===== src/rtl/key_cmd_pkg.sv =====
// +----------------------------------------------------------------------+
// | key_cmd_pkg: repeat FSM encodings and key timing constants.          |
// | Rev 1.0                                                              |
// +----------------------------------------------------------------------+
`default_nettype none

package key_cmd_pkg;

   localparam logic [1:0] IDLE_ENC   = 2'd0;
   localparam logic [1:0] HOLD_ENC   = 2'd1;
   localparam logic [1:0] REPEAT_ENC = 2'd2;

   typedef enum logic [1:0] {
      ST_IDLE   = IDLE_ENC,
      ST_HOLD   = HOLD_ENC,
      ST_REPEAT = REPEAT_ENC
   } rep_state_e;

   // Board-scale defaults and the shortened values used in simulation
   localparam int HOLD_CYCLES_DEF    = 500;
   localparam int REPEAT_CYCLES_DEF  = 200;
   localparam int HOLD_CYCLES_TEST   = 8;
   localparam int REPEAT_CYCLES_TEST = 4;

   function automatic int kw_f(input int n);
      return (n > 1) ? $clog2(n) : 1;
   endfunction

   function automatic int cntw_f(input int h, input int r);
      int m;
      m = (h > r) ? h : r;
      return (m > 1) ? $clog2(m) : 1;
   endfunction

endpackage

`default_nettype wire


===== src/rtl/key_cmd_if.sv =====
// +----------------------------------------------------------------------+
// | key_cmd_if: valid/ready move-command channel.                        |
// | Rev 1.0                                                              |
// +----------------------------------------------------------------------+
`default_nettype none

interface key_cmd_if #(
   parameter int N = 4
);
   import key_cmd_pkg::*;

   localparam int KW = kw_f(N);

   logic          cmd_valid;
   logic          cmd_ready;
   logic [KW-1:0] cmd_key;
   logic          cmd_repeat;

   modport master (
      output cmd_valid,
      output cmd_key,
      output cmd_repeat,
      input  cmd_ready
   );

   modport slave (
      input  cmd_valid,
      input  cmd_key,
      input  cmd_repeat,
      output cmd_ready
   );

endinterface

`default_nettype wire


===== src/rtl/key_prio_enc.sv =====
// +----------------------------------------------------------------------+
// | key_prio_enc: lowest-index priority encoder with any/multi flags.    |
// | Rev 1.0                                                              |
// +----------------------------------------------------------------------+
`default_nettype none

module key_prio_enc
   import key_cmd_pkg::*;
#(
   parameter int N  = 4,
   parameter int KW = kw_f(N)
) (
   input  logic [N-1:0]  req_i,
   output logic [KW-1:0] idx_o,
   output logic          any_o,
   output logic          multi_o
);

   always_comb begin
      idx_o = '0;
      for (int i = N - 1; i >= 0; i--) begin
         if (req_i[i]) begin
            idx_o = KW'(i);
         end
      end
   end

   assign any_o   = |req_i;
   // Clearing the lowest set bit leaves something only if two or more were set
   assign multi_o = |(req_i & (req_i - N'(1)));

endmodule

`default_nettype wire


===== src/rtl/key_cmd.sv =====
// +----------------------------------------------------------------------+
// | key_cmd: key press to move-command converter, optional typematic     |
// | repeat when built with KEY_REPEAT_EN.                 Rev 1.0        |
// +----------------------------------------------------------------------+
`default_nettype none

module key_cmd
   import key_cmd_pkg::*;
#(
   parameter int N             = 4,
   parameter int HOLD_CYCLES   = HOLD_CYCLES_DEF,
   parameter int REPEAT_CYCLES = REPEAT_CYCLES_DEF
) (
   input  logic          clk,
   input  logic          nrst,
   input  logic [N-1:0]  key_in_i,
   key_cmd_if.master     cmd_if,
   output logic          cmd_ovf_o,
   output logic [N-1:0]  key_held_o
);

   localparam int KW = kw_f(N);

   if (HOLD_CYCLES < 2 || REPEAT_CYCLES < 1) begin : g_param_chk
      $error("key_cmd: HOLD_CYCLES must be >= 2 and REPEAT_CYCLES >= 1");
   end

   logic [N-1:0]  key_q;
   logic          valid_q, valid_d;
   logic [KW-1:0] ckey_q, ckey_d;
   logic          rep_q, rep_d;
   logic          ovf_q, ovf_d;

   logic [N-1:0]  w_press;
   logic [KW-1:0] w_idx;
   logic          w_any;
   logic          w_multi;
   logic          w_can_load;
   logic          w_press_load;
   logic          w_rep_emit;
   logic [KW-1:0] w_owner;

   assign w_press      = key_q & ~key_in_i;
   assign w_can_load   = ~valid_q | cmd_if.cmd_ready;
   assign w_press_load = w_any & w_can_load;

   key_prio_enc #(
      .N  (N),
      .KW (KW)
   ) u_prio (
      .req_i   (w_press),
      .idx_o   (w_idx),
      .any_o   (w_any),
      .multi_o (w_multi)
   );

`ifdef KEY_REPEAT_EN
   localparam int            CW          = cntw_f(HOLD_CYCLES, REPEAT_CYCLES);
   localparam logic [CW-1:0] HOLD_LAST   = CW'(HOLD_CYCLES - 1);
   localparam logic [CW-1:0] REPEAT_LAST = CW'(REPEAT_CYCLES - 1);

   rep_state_e    state_q, state_d;
   logic [CW-1:0] cnt_q, cnt_d;
   logic [KW-1:0] owner_q, owner_d;
   logic          w_released;

   assign w_released = key_in_i[owner_q];
   assign w_owner    = owner_q;

   always_ff @(posedge clk or negedge nrst) begin
      if (!nrst) begin
         state_q <= ST_IDLE;
         cnt_q   <= '0;
         owner_q <= '0;
      end else begin
         state_q <= state_d;
         cnt_q   <= cnt_d;
         owner_q <= owner_d;
      end
   end

   always_comb begin
      state_d    = state_q;
      cnt_d      = cnt_q;
      owner_d    = owner_q;
      w_rep_emit = 1'b0;
      case (state_q)
         ST_HOLD: begin
            if (w_released) begin
               state_d = ST_IDLE;
               cnt_d   = '0;
            end else if (cnt_q == HOLD_LAST) begin
               w_rep_emit = 1'b1;
               cnt_d      = '0;
               state_d    = ST_REPEAT;
            end else begin
               cnt_d = cnt_q + CW'(1);
            end
         end
         ST_REPEAT: begin
            if (w_released) begin
               state_d = ST_IDLE;
               cnt_d   = '0;
            end else if (cnt_q == REPEAT_LAST) begin
               w_rep_emit = 1'b1;
               cnt_d      = '0;
            end else begin
               cnt_d = cnt_q + CW'(1);
            end
         end
         default: ;
      endcase
      // An accepted press re-arms the timer from any state
      if (w_press_load) begin
         owner_d = w_idx;
         cnt_d   = '0;
         state_d = ST_HOLD;
      end
   end
`else
   assign w_rep_emit = 1'b0;
   assign w_owner    = '0;
`endif

   always_comb begin
      valid_d = valid_q;
      ckey_d  = ckey_q;
      rep_d   = rep_q;
      ovf_d   = w_multi | (w_any & ~w_can_load);
      if (w_press_load) begin
         valid_d = 1'b1;
         ckey_d  = w_idx;
         rep_d   = 1'b0;
      end else if (w_rep_emit & w_can_load) begin
         valid_d = 1'b1;
         ckey_d  = w_owner;
         rep_d   = 1'b1;
      end else if (valid_q & cmd_if.cmd_ready) begin
         valid_d = 1'b0;
      end
   end

   always_ff @(posedge clk or negedge nrst) begin
      if (!nrst) begin
         key_q   <= '1;
         valid_q <= 1'b0;
         ckey_q  <= '0;
         rep_q   <= 1'b0;
         ovf_q   <= 1'b0;
      end else begin
         key_q   <= key_in_i;
         valid_q <= valid_d;
         ckey_q  <= ckey_d;
         rep_q   <= rep_d;
         ovf_q   <= ovf_d;
      end
   end

   assign cmd_if.cmd_valid  = valid_q;
   assign cmd_if.cmd_key    = ckey_q;
   assign cmd_if.cmd_repeat = rep_q;
   assign cmd_ovf_o         = ovf_q;
   assign key_held_o        = ~key_q;

endmodule

`default_nettype wire


===== src/flat_wrapper.sv =====
// flat-port wrapper written by rule: the top's interface ports become plain ports
module key_cmd_flat import key_cmd_pkg::*;
#(
   parameter int N             = 4,
   parameter int HOLD_CYCLES   = HOLD_CYCLES_DEF,
   parameter int REPEAT_CYCLES = REPEAT_CYCLES_DEF
)
  (clk, nrst, key_in_i, cmd_ovf_o, key_held_o, cmd_if_cmd_valid, cmd_if_cmd_key, cmd_if_cmd_repeat, cmd_if_cmd_ready);
  key_cmd_if #(.N(N)) cmd_if_i ();
  input  logic clk;
  input  logic nrst;
  input  logic [N-1:0] key_in_i;
  output logic cmd_ovf_o;
  output logic [N-1:0] key_held_o;
  output wire logic [$bits(cmd_if_i.cmd_valid)-1:0] cmd_if_cmd_valid;
  output wire logic [$bits(cmd_if_i.cmd_key)-1:0] cmd_if_cmd_key;
  output wire logic [$bits(cmd_if_i.cmd_repeat)-1:0] cmd_if_cmd_repeat;
  input wire logic [$bits(cmd_if_i.cmd_ready)-1:0] cmd_if_cmd_ready;
  assign cmd_if_cmd_valid = cmd_if_i.cmd_valid;
  assign cmd_if_cmd_key = cmd_if_i.cmd_key;
  assign cmd_if_cmd_repeat = cmd_if_i.cmd_repeat;
  assign cmd_if_i.cmd_ready = cmd_if_cmd_ready;
  key_cmd #(.N(N), .HOLD_CYCLES(HOLD_CYCLES), .REPEAT_CYCLES(REPEAT_CYCLES)) u_core (.clk(clk), .nrst(nrst), .key_in_i(key_in_i), .cmd_if(cmd_if_i), .cmd_ovf_o(cmd_ovf_o), .key_held_o(key_held_o));
endmodule

===== config.mk =====
export PLATFORM = sky130hd
export DESIGN_NAME = key_cmd_flat
export DESIGN_NICKNAME = d
export VERILOG_FILES = /design/src/rtl/key_cmd_pkg.sv /design/src/rtl/key_cmd_if.sv /design/src/rtl/key_prio_enc.sv /design/src/rtl/key_cmd.sv /design/src/flat_wrapper.sv
export SDC_FILE = /design/constraint.sdc
export NUM_CORES = 1
export LEC_CHECK = 0
export CAP_MARGIN = 0
export CELL_PAD_IN_SITES_DETAIL_PLACEMENT = 1
export CELL_PAD_IN_SITES_GLOBAL_PLACEMENT = 1
export CORE_AREA = 4 4 41 43
export CTS_BUF_LIST = sky130_fd_sc_hd__clkbuf_8
export CTS_CLUSTER_DIAMETER = 100
export DETAILED_ROUTE_END_ITERATION = 10
export DIE_AREA = 0 0 45 47
export PLACE_DENSITY = 0.71
export SYNTH_ARGS = -nofsm -noshare
export SYNTH_HDL_FRONTEND = slang
export SYNTH_HIERARCHICAL = 1
export SYNTH_SLANG_ARGS = --single-unit

===== constraint.sdc =====
create_clock -name clk -period 3.45 [get_ports clk]
set_clock_uncertainty 0.1 [all_clocks]
set_input_delay 0.8625 -clock clk [delete_from_list [all_inputs] [get_ports clk]]
set_output_delay 0.8625 -clock clk [all_outputs]
set_load 0.05 [all_outputs]

==> qor.csv <==
metric;value;unit
WL/cell;10.6;um
Synth area leaders;dfstp_2 (29%), dfrtp_1 (27%), mux2_4 (8.2%);
Area growth, synth to finish;54.0;%
Top Family by Delay on Critical Path;buffers and inverters;
Critical Path Sink Type;primary output;
htree depth;1;
CP max stage delay;690;ps
mean post-synth cell area;10.4;sq um
total power;0.000308;W
required time worst endpoint;2490;ps
drt drc;0;
GR Util met2;13.8;%
Synth area leader;dfstp_2;
drt pass-1 iters;2;
met1 Use GR;9.13;%
Slew headroom;66.6;%
total grt overflow;0;
DR iter-0 viols;2;
Slew @ Worst Pin;499;ps
Vert. Die Dim;47;um
Post-CTS Setup Inserts;0;
PnR worst setup slack;1020;ps
CTS sink count;8;
PostCTS Resize Cnt;0;
Synth Register Bits;8;
Net count, final;60;
Worst Hold Class;reg2reg;
final hold viol count;0;
vias per cell;4.19;
Crit Path Class;reg2out;
Period Utilization, post-route;70.5;%
Synth Cell Area;364;sq um
f_max;0.411;GHz
die width;45;um
Period minus WS final;2430;ps
status;complete, no violations;
port buffer count;14;
clk root buf;clkbuf_8;
max_cap viols;0;
CTS tree;done;
pin count of the biggest net entering global routing;9;
Seq/Total Area, Yosys;56.4;%
GR Util met3;2.30;%
Vias;281;
layout cells sized above 1;25.0;%
Starting Density;28.0;%
vias in the first global route;304;
Worst-Skew Late Latency;230;ps
worst vdd ir;0.263;mV
Leakage;0.262;nW
Post-DP HPWL;553;um
power density over cell area;550;nW/um^2
CP Data Arrival Time;1470;ps
Tot GR Track Use;8.46;%
first-pass GRT wire length;1220;um
Final Max Slew Viols;0;
setup tns final;0;ps
slowest CP cell;clkdlybuf4s50_1;
initial antenna violation count;0;
CP bufs+invs;2;
gr busiest metal;met2;
DIE AREA;2120;sq um
Yosys cell types;16;
Hold Buf Count CTS;0;
Worst-path clk slew;40;ps
critical-path cell list;inv_1 > clkdlybuf4s50_1;
Gate Count Post-Synth;35;
RSZ-0062 raised after global routing;no;
Clock Path Buffers;2;
I/O pin count;16;
YS warnings;6;
top-area cell type share of the netlist area;28.9;%
Worst setup SP type;flop;
Antenna Cells;0;
Post-DRT Antenna Nets;0;
Net Count, Synth;42;
CTS buffer count;3;
Core Footprint;1300;sq um
gp weighted congestion;0.704;
Post-Place Worst Slack;1100;ps
WL final;709;um
maximum fanout along the worst path;2;
site row count;13;
Final setup viols;0;
## flip-flops by register name, indices dropped and copies added, names as in the netlist
name	cells
u_core/key_q	4
u_core/cmd_if.cmd_key	2
u_core/cmd_if.cmd_valid	1
u_core/cmd_ovf_o	1
## path summary, 6_finish.rpt
path / start / endpoint / slack [ps] / cells past startpoint
worst max register to register: u_core/key_q[1] / u_core/cmd_if.cmd_key[0] / 1840 / 6
max in group asynchronous: nrst / u_core/key_q[0] / 2140 / 1
worst min register to register: u_core/cmd_if.cmd_key[0] / u_core/cmd_if.cmd_key[0] / 410 / 1
worst min-delay path: u_core/cmd_if.cmd_key[0] / u_core/cmd_if.cmd_key[0] / 410 / 1
worst max-delay path: u_core/key_q[3] / key_held_o[3] / 1020 / 2
min in group asynchronous: nrst / u_core/cmd_if.cmd_valid / 810 / 1
## area by class of cell
type / instances / area [sq um]
clock buffers: 3 / 41.3
clock inverters: 1 / 3.75
fillers: 157 / 741
inverters: 6 / 22.5
multi-input cells: 20 / 129
flip-flops and latches: 8 / 205
well taps: 15 / 18.8
repair buffers: 14 / 140
## cells in the mapped netlist
cell type  instances
nand2b_4           1
nor2_1             6
o21bai_1           1
nand2_4            1
nand2b_1           1
mux2_4             2
dfstp_2            4
buf_4              1
inv_1              4
a211oi_1           1
nor3_1             1
dfrtp_1            4
inv_2              2
a21oi_1            2
nand2_1            3
conb_1             1
## power breakdown
group	internal [W]	switching, W	leakage (nW)	total [W]
combinational	0.0000330	0.0000524	0.146	0.0000854
sequential	0.000105	0.00000438	0.0895	0.000109
clock	0.0000770	0.0000367	0.0269	0.000114
## placed cells by master, fill, tap and decap left out
cell type,Yosys,routed
dfrtp_1,4,4
inv_1,4,5
o21bai_1,1,1
mux2_4,2,2
a21oi_1,2,2
nand2_1,3,3
inv_2,2,2
a211oi_1,1,1
clkdlybuf4s50_1,0,14
dfstp_2,4,4
nand2b_4,1,1
conb_1,1,1
nand2_4,1,1
nor3_1,1,1
nor2_1,6,6
clkbuf_8,0,3
nand2b_1,1,1
## per-stage QoR
step                      cell area, sq um  cells  utilization (%)  hold slack, ps
after floorplan                        364     35                -             467
after global placement                 515     63             39.6             402
after detailed placement               515     63             39.6             406
after CTS                              561     67             43.1             416
after global routing                   561     67             43.1             438
final                                  561     67             43.1             408
## per-layer routing
layer | vias up | share of wire (%) | wire, um
li1 | 141 | - | -
met5 | - | 0 | 0
met2 | 9 | 53 | 374
met1 | 131 | 42 | 297
met4 | 0 | 0 | 0
met3 | 0 | 5.2 | 37
## cells by family after synthesis
| family | count (synthesis) | synth area share (%) |
|---|---|---|
| other | 1 | 1.03 |
| and+or+nand+nor | 13 | 19.2 |
| buffers and inverters | 7 | 8.25 |
| AOI/OAI and AO/OA | 4 | 6.87 |
| muxes | 2 | 8.25 |
| DFF | 8 | 56.4 |
Power figures use the tool's default switching activity.
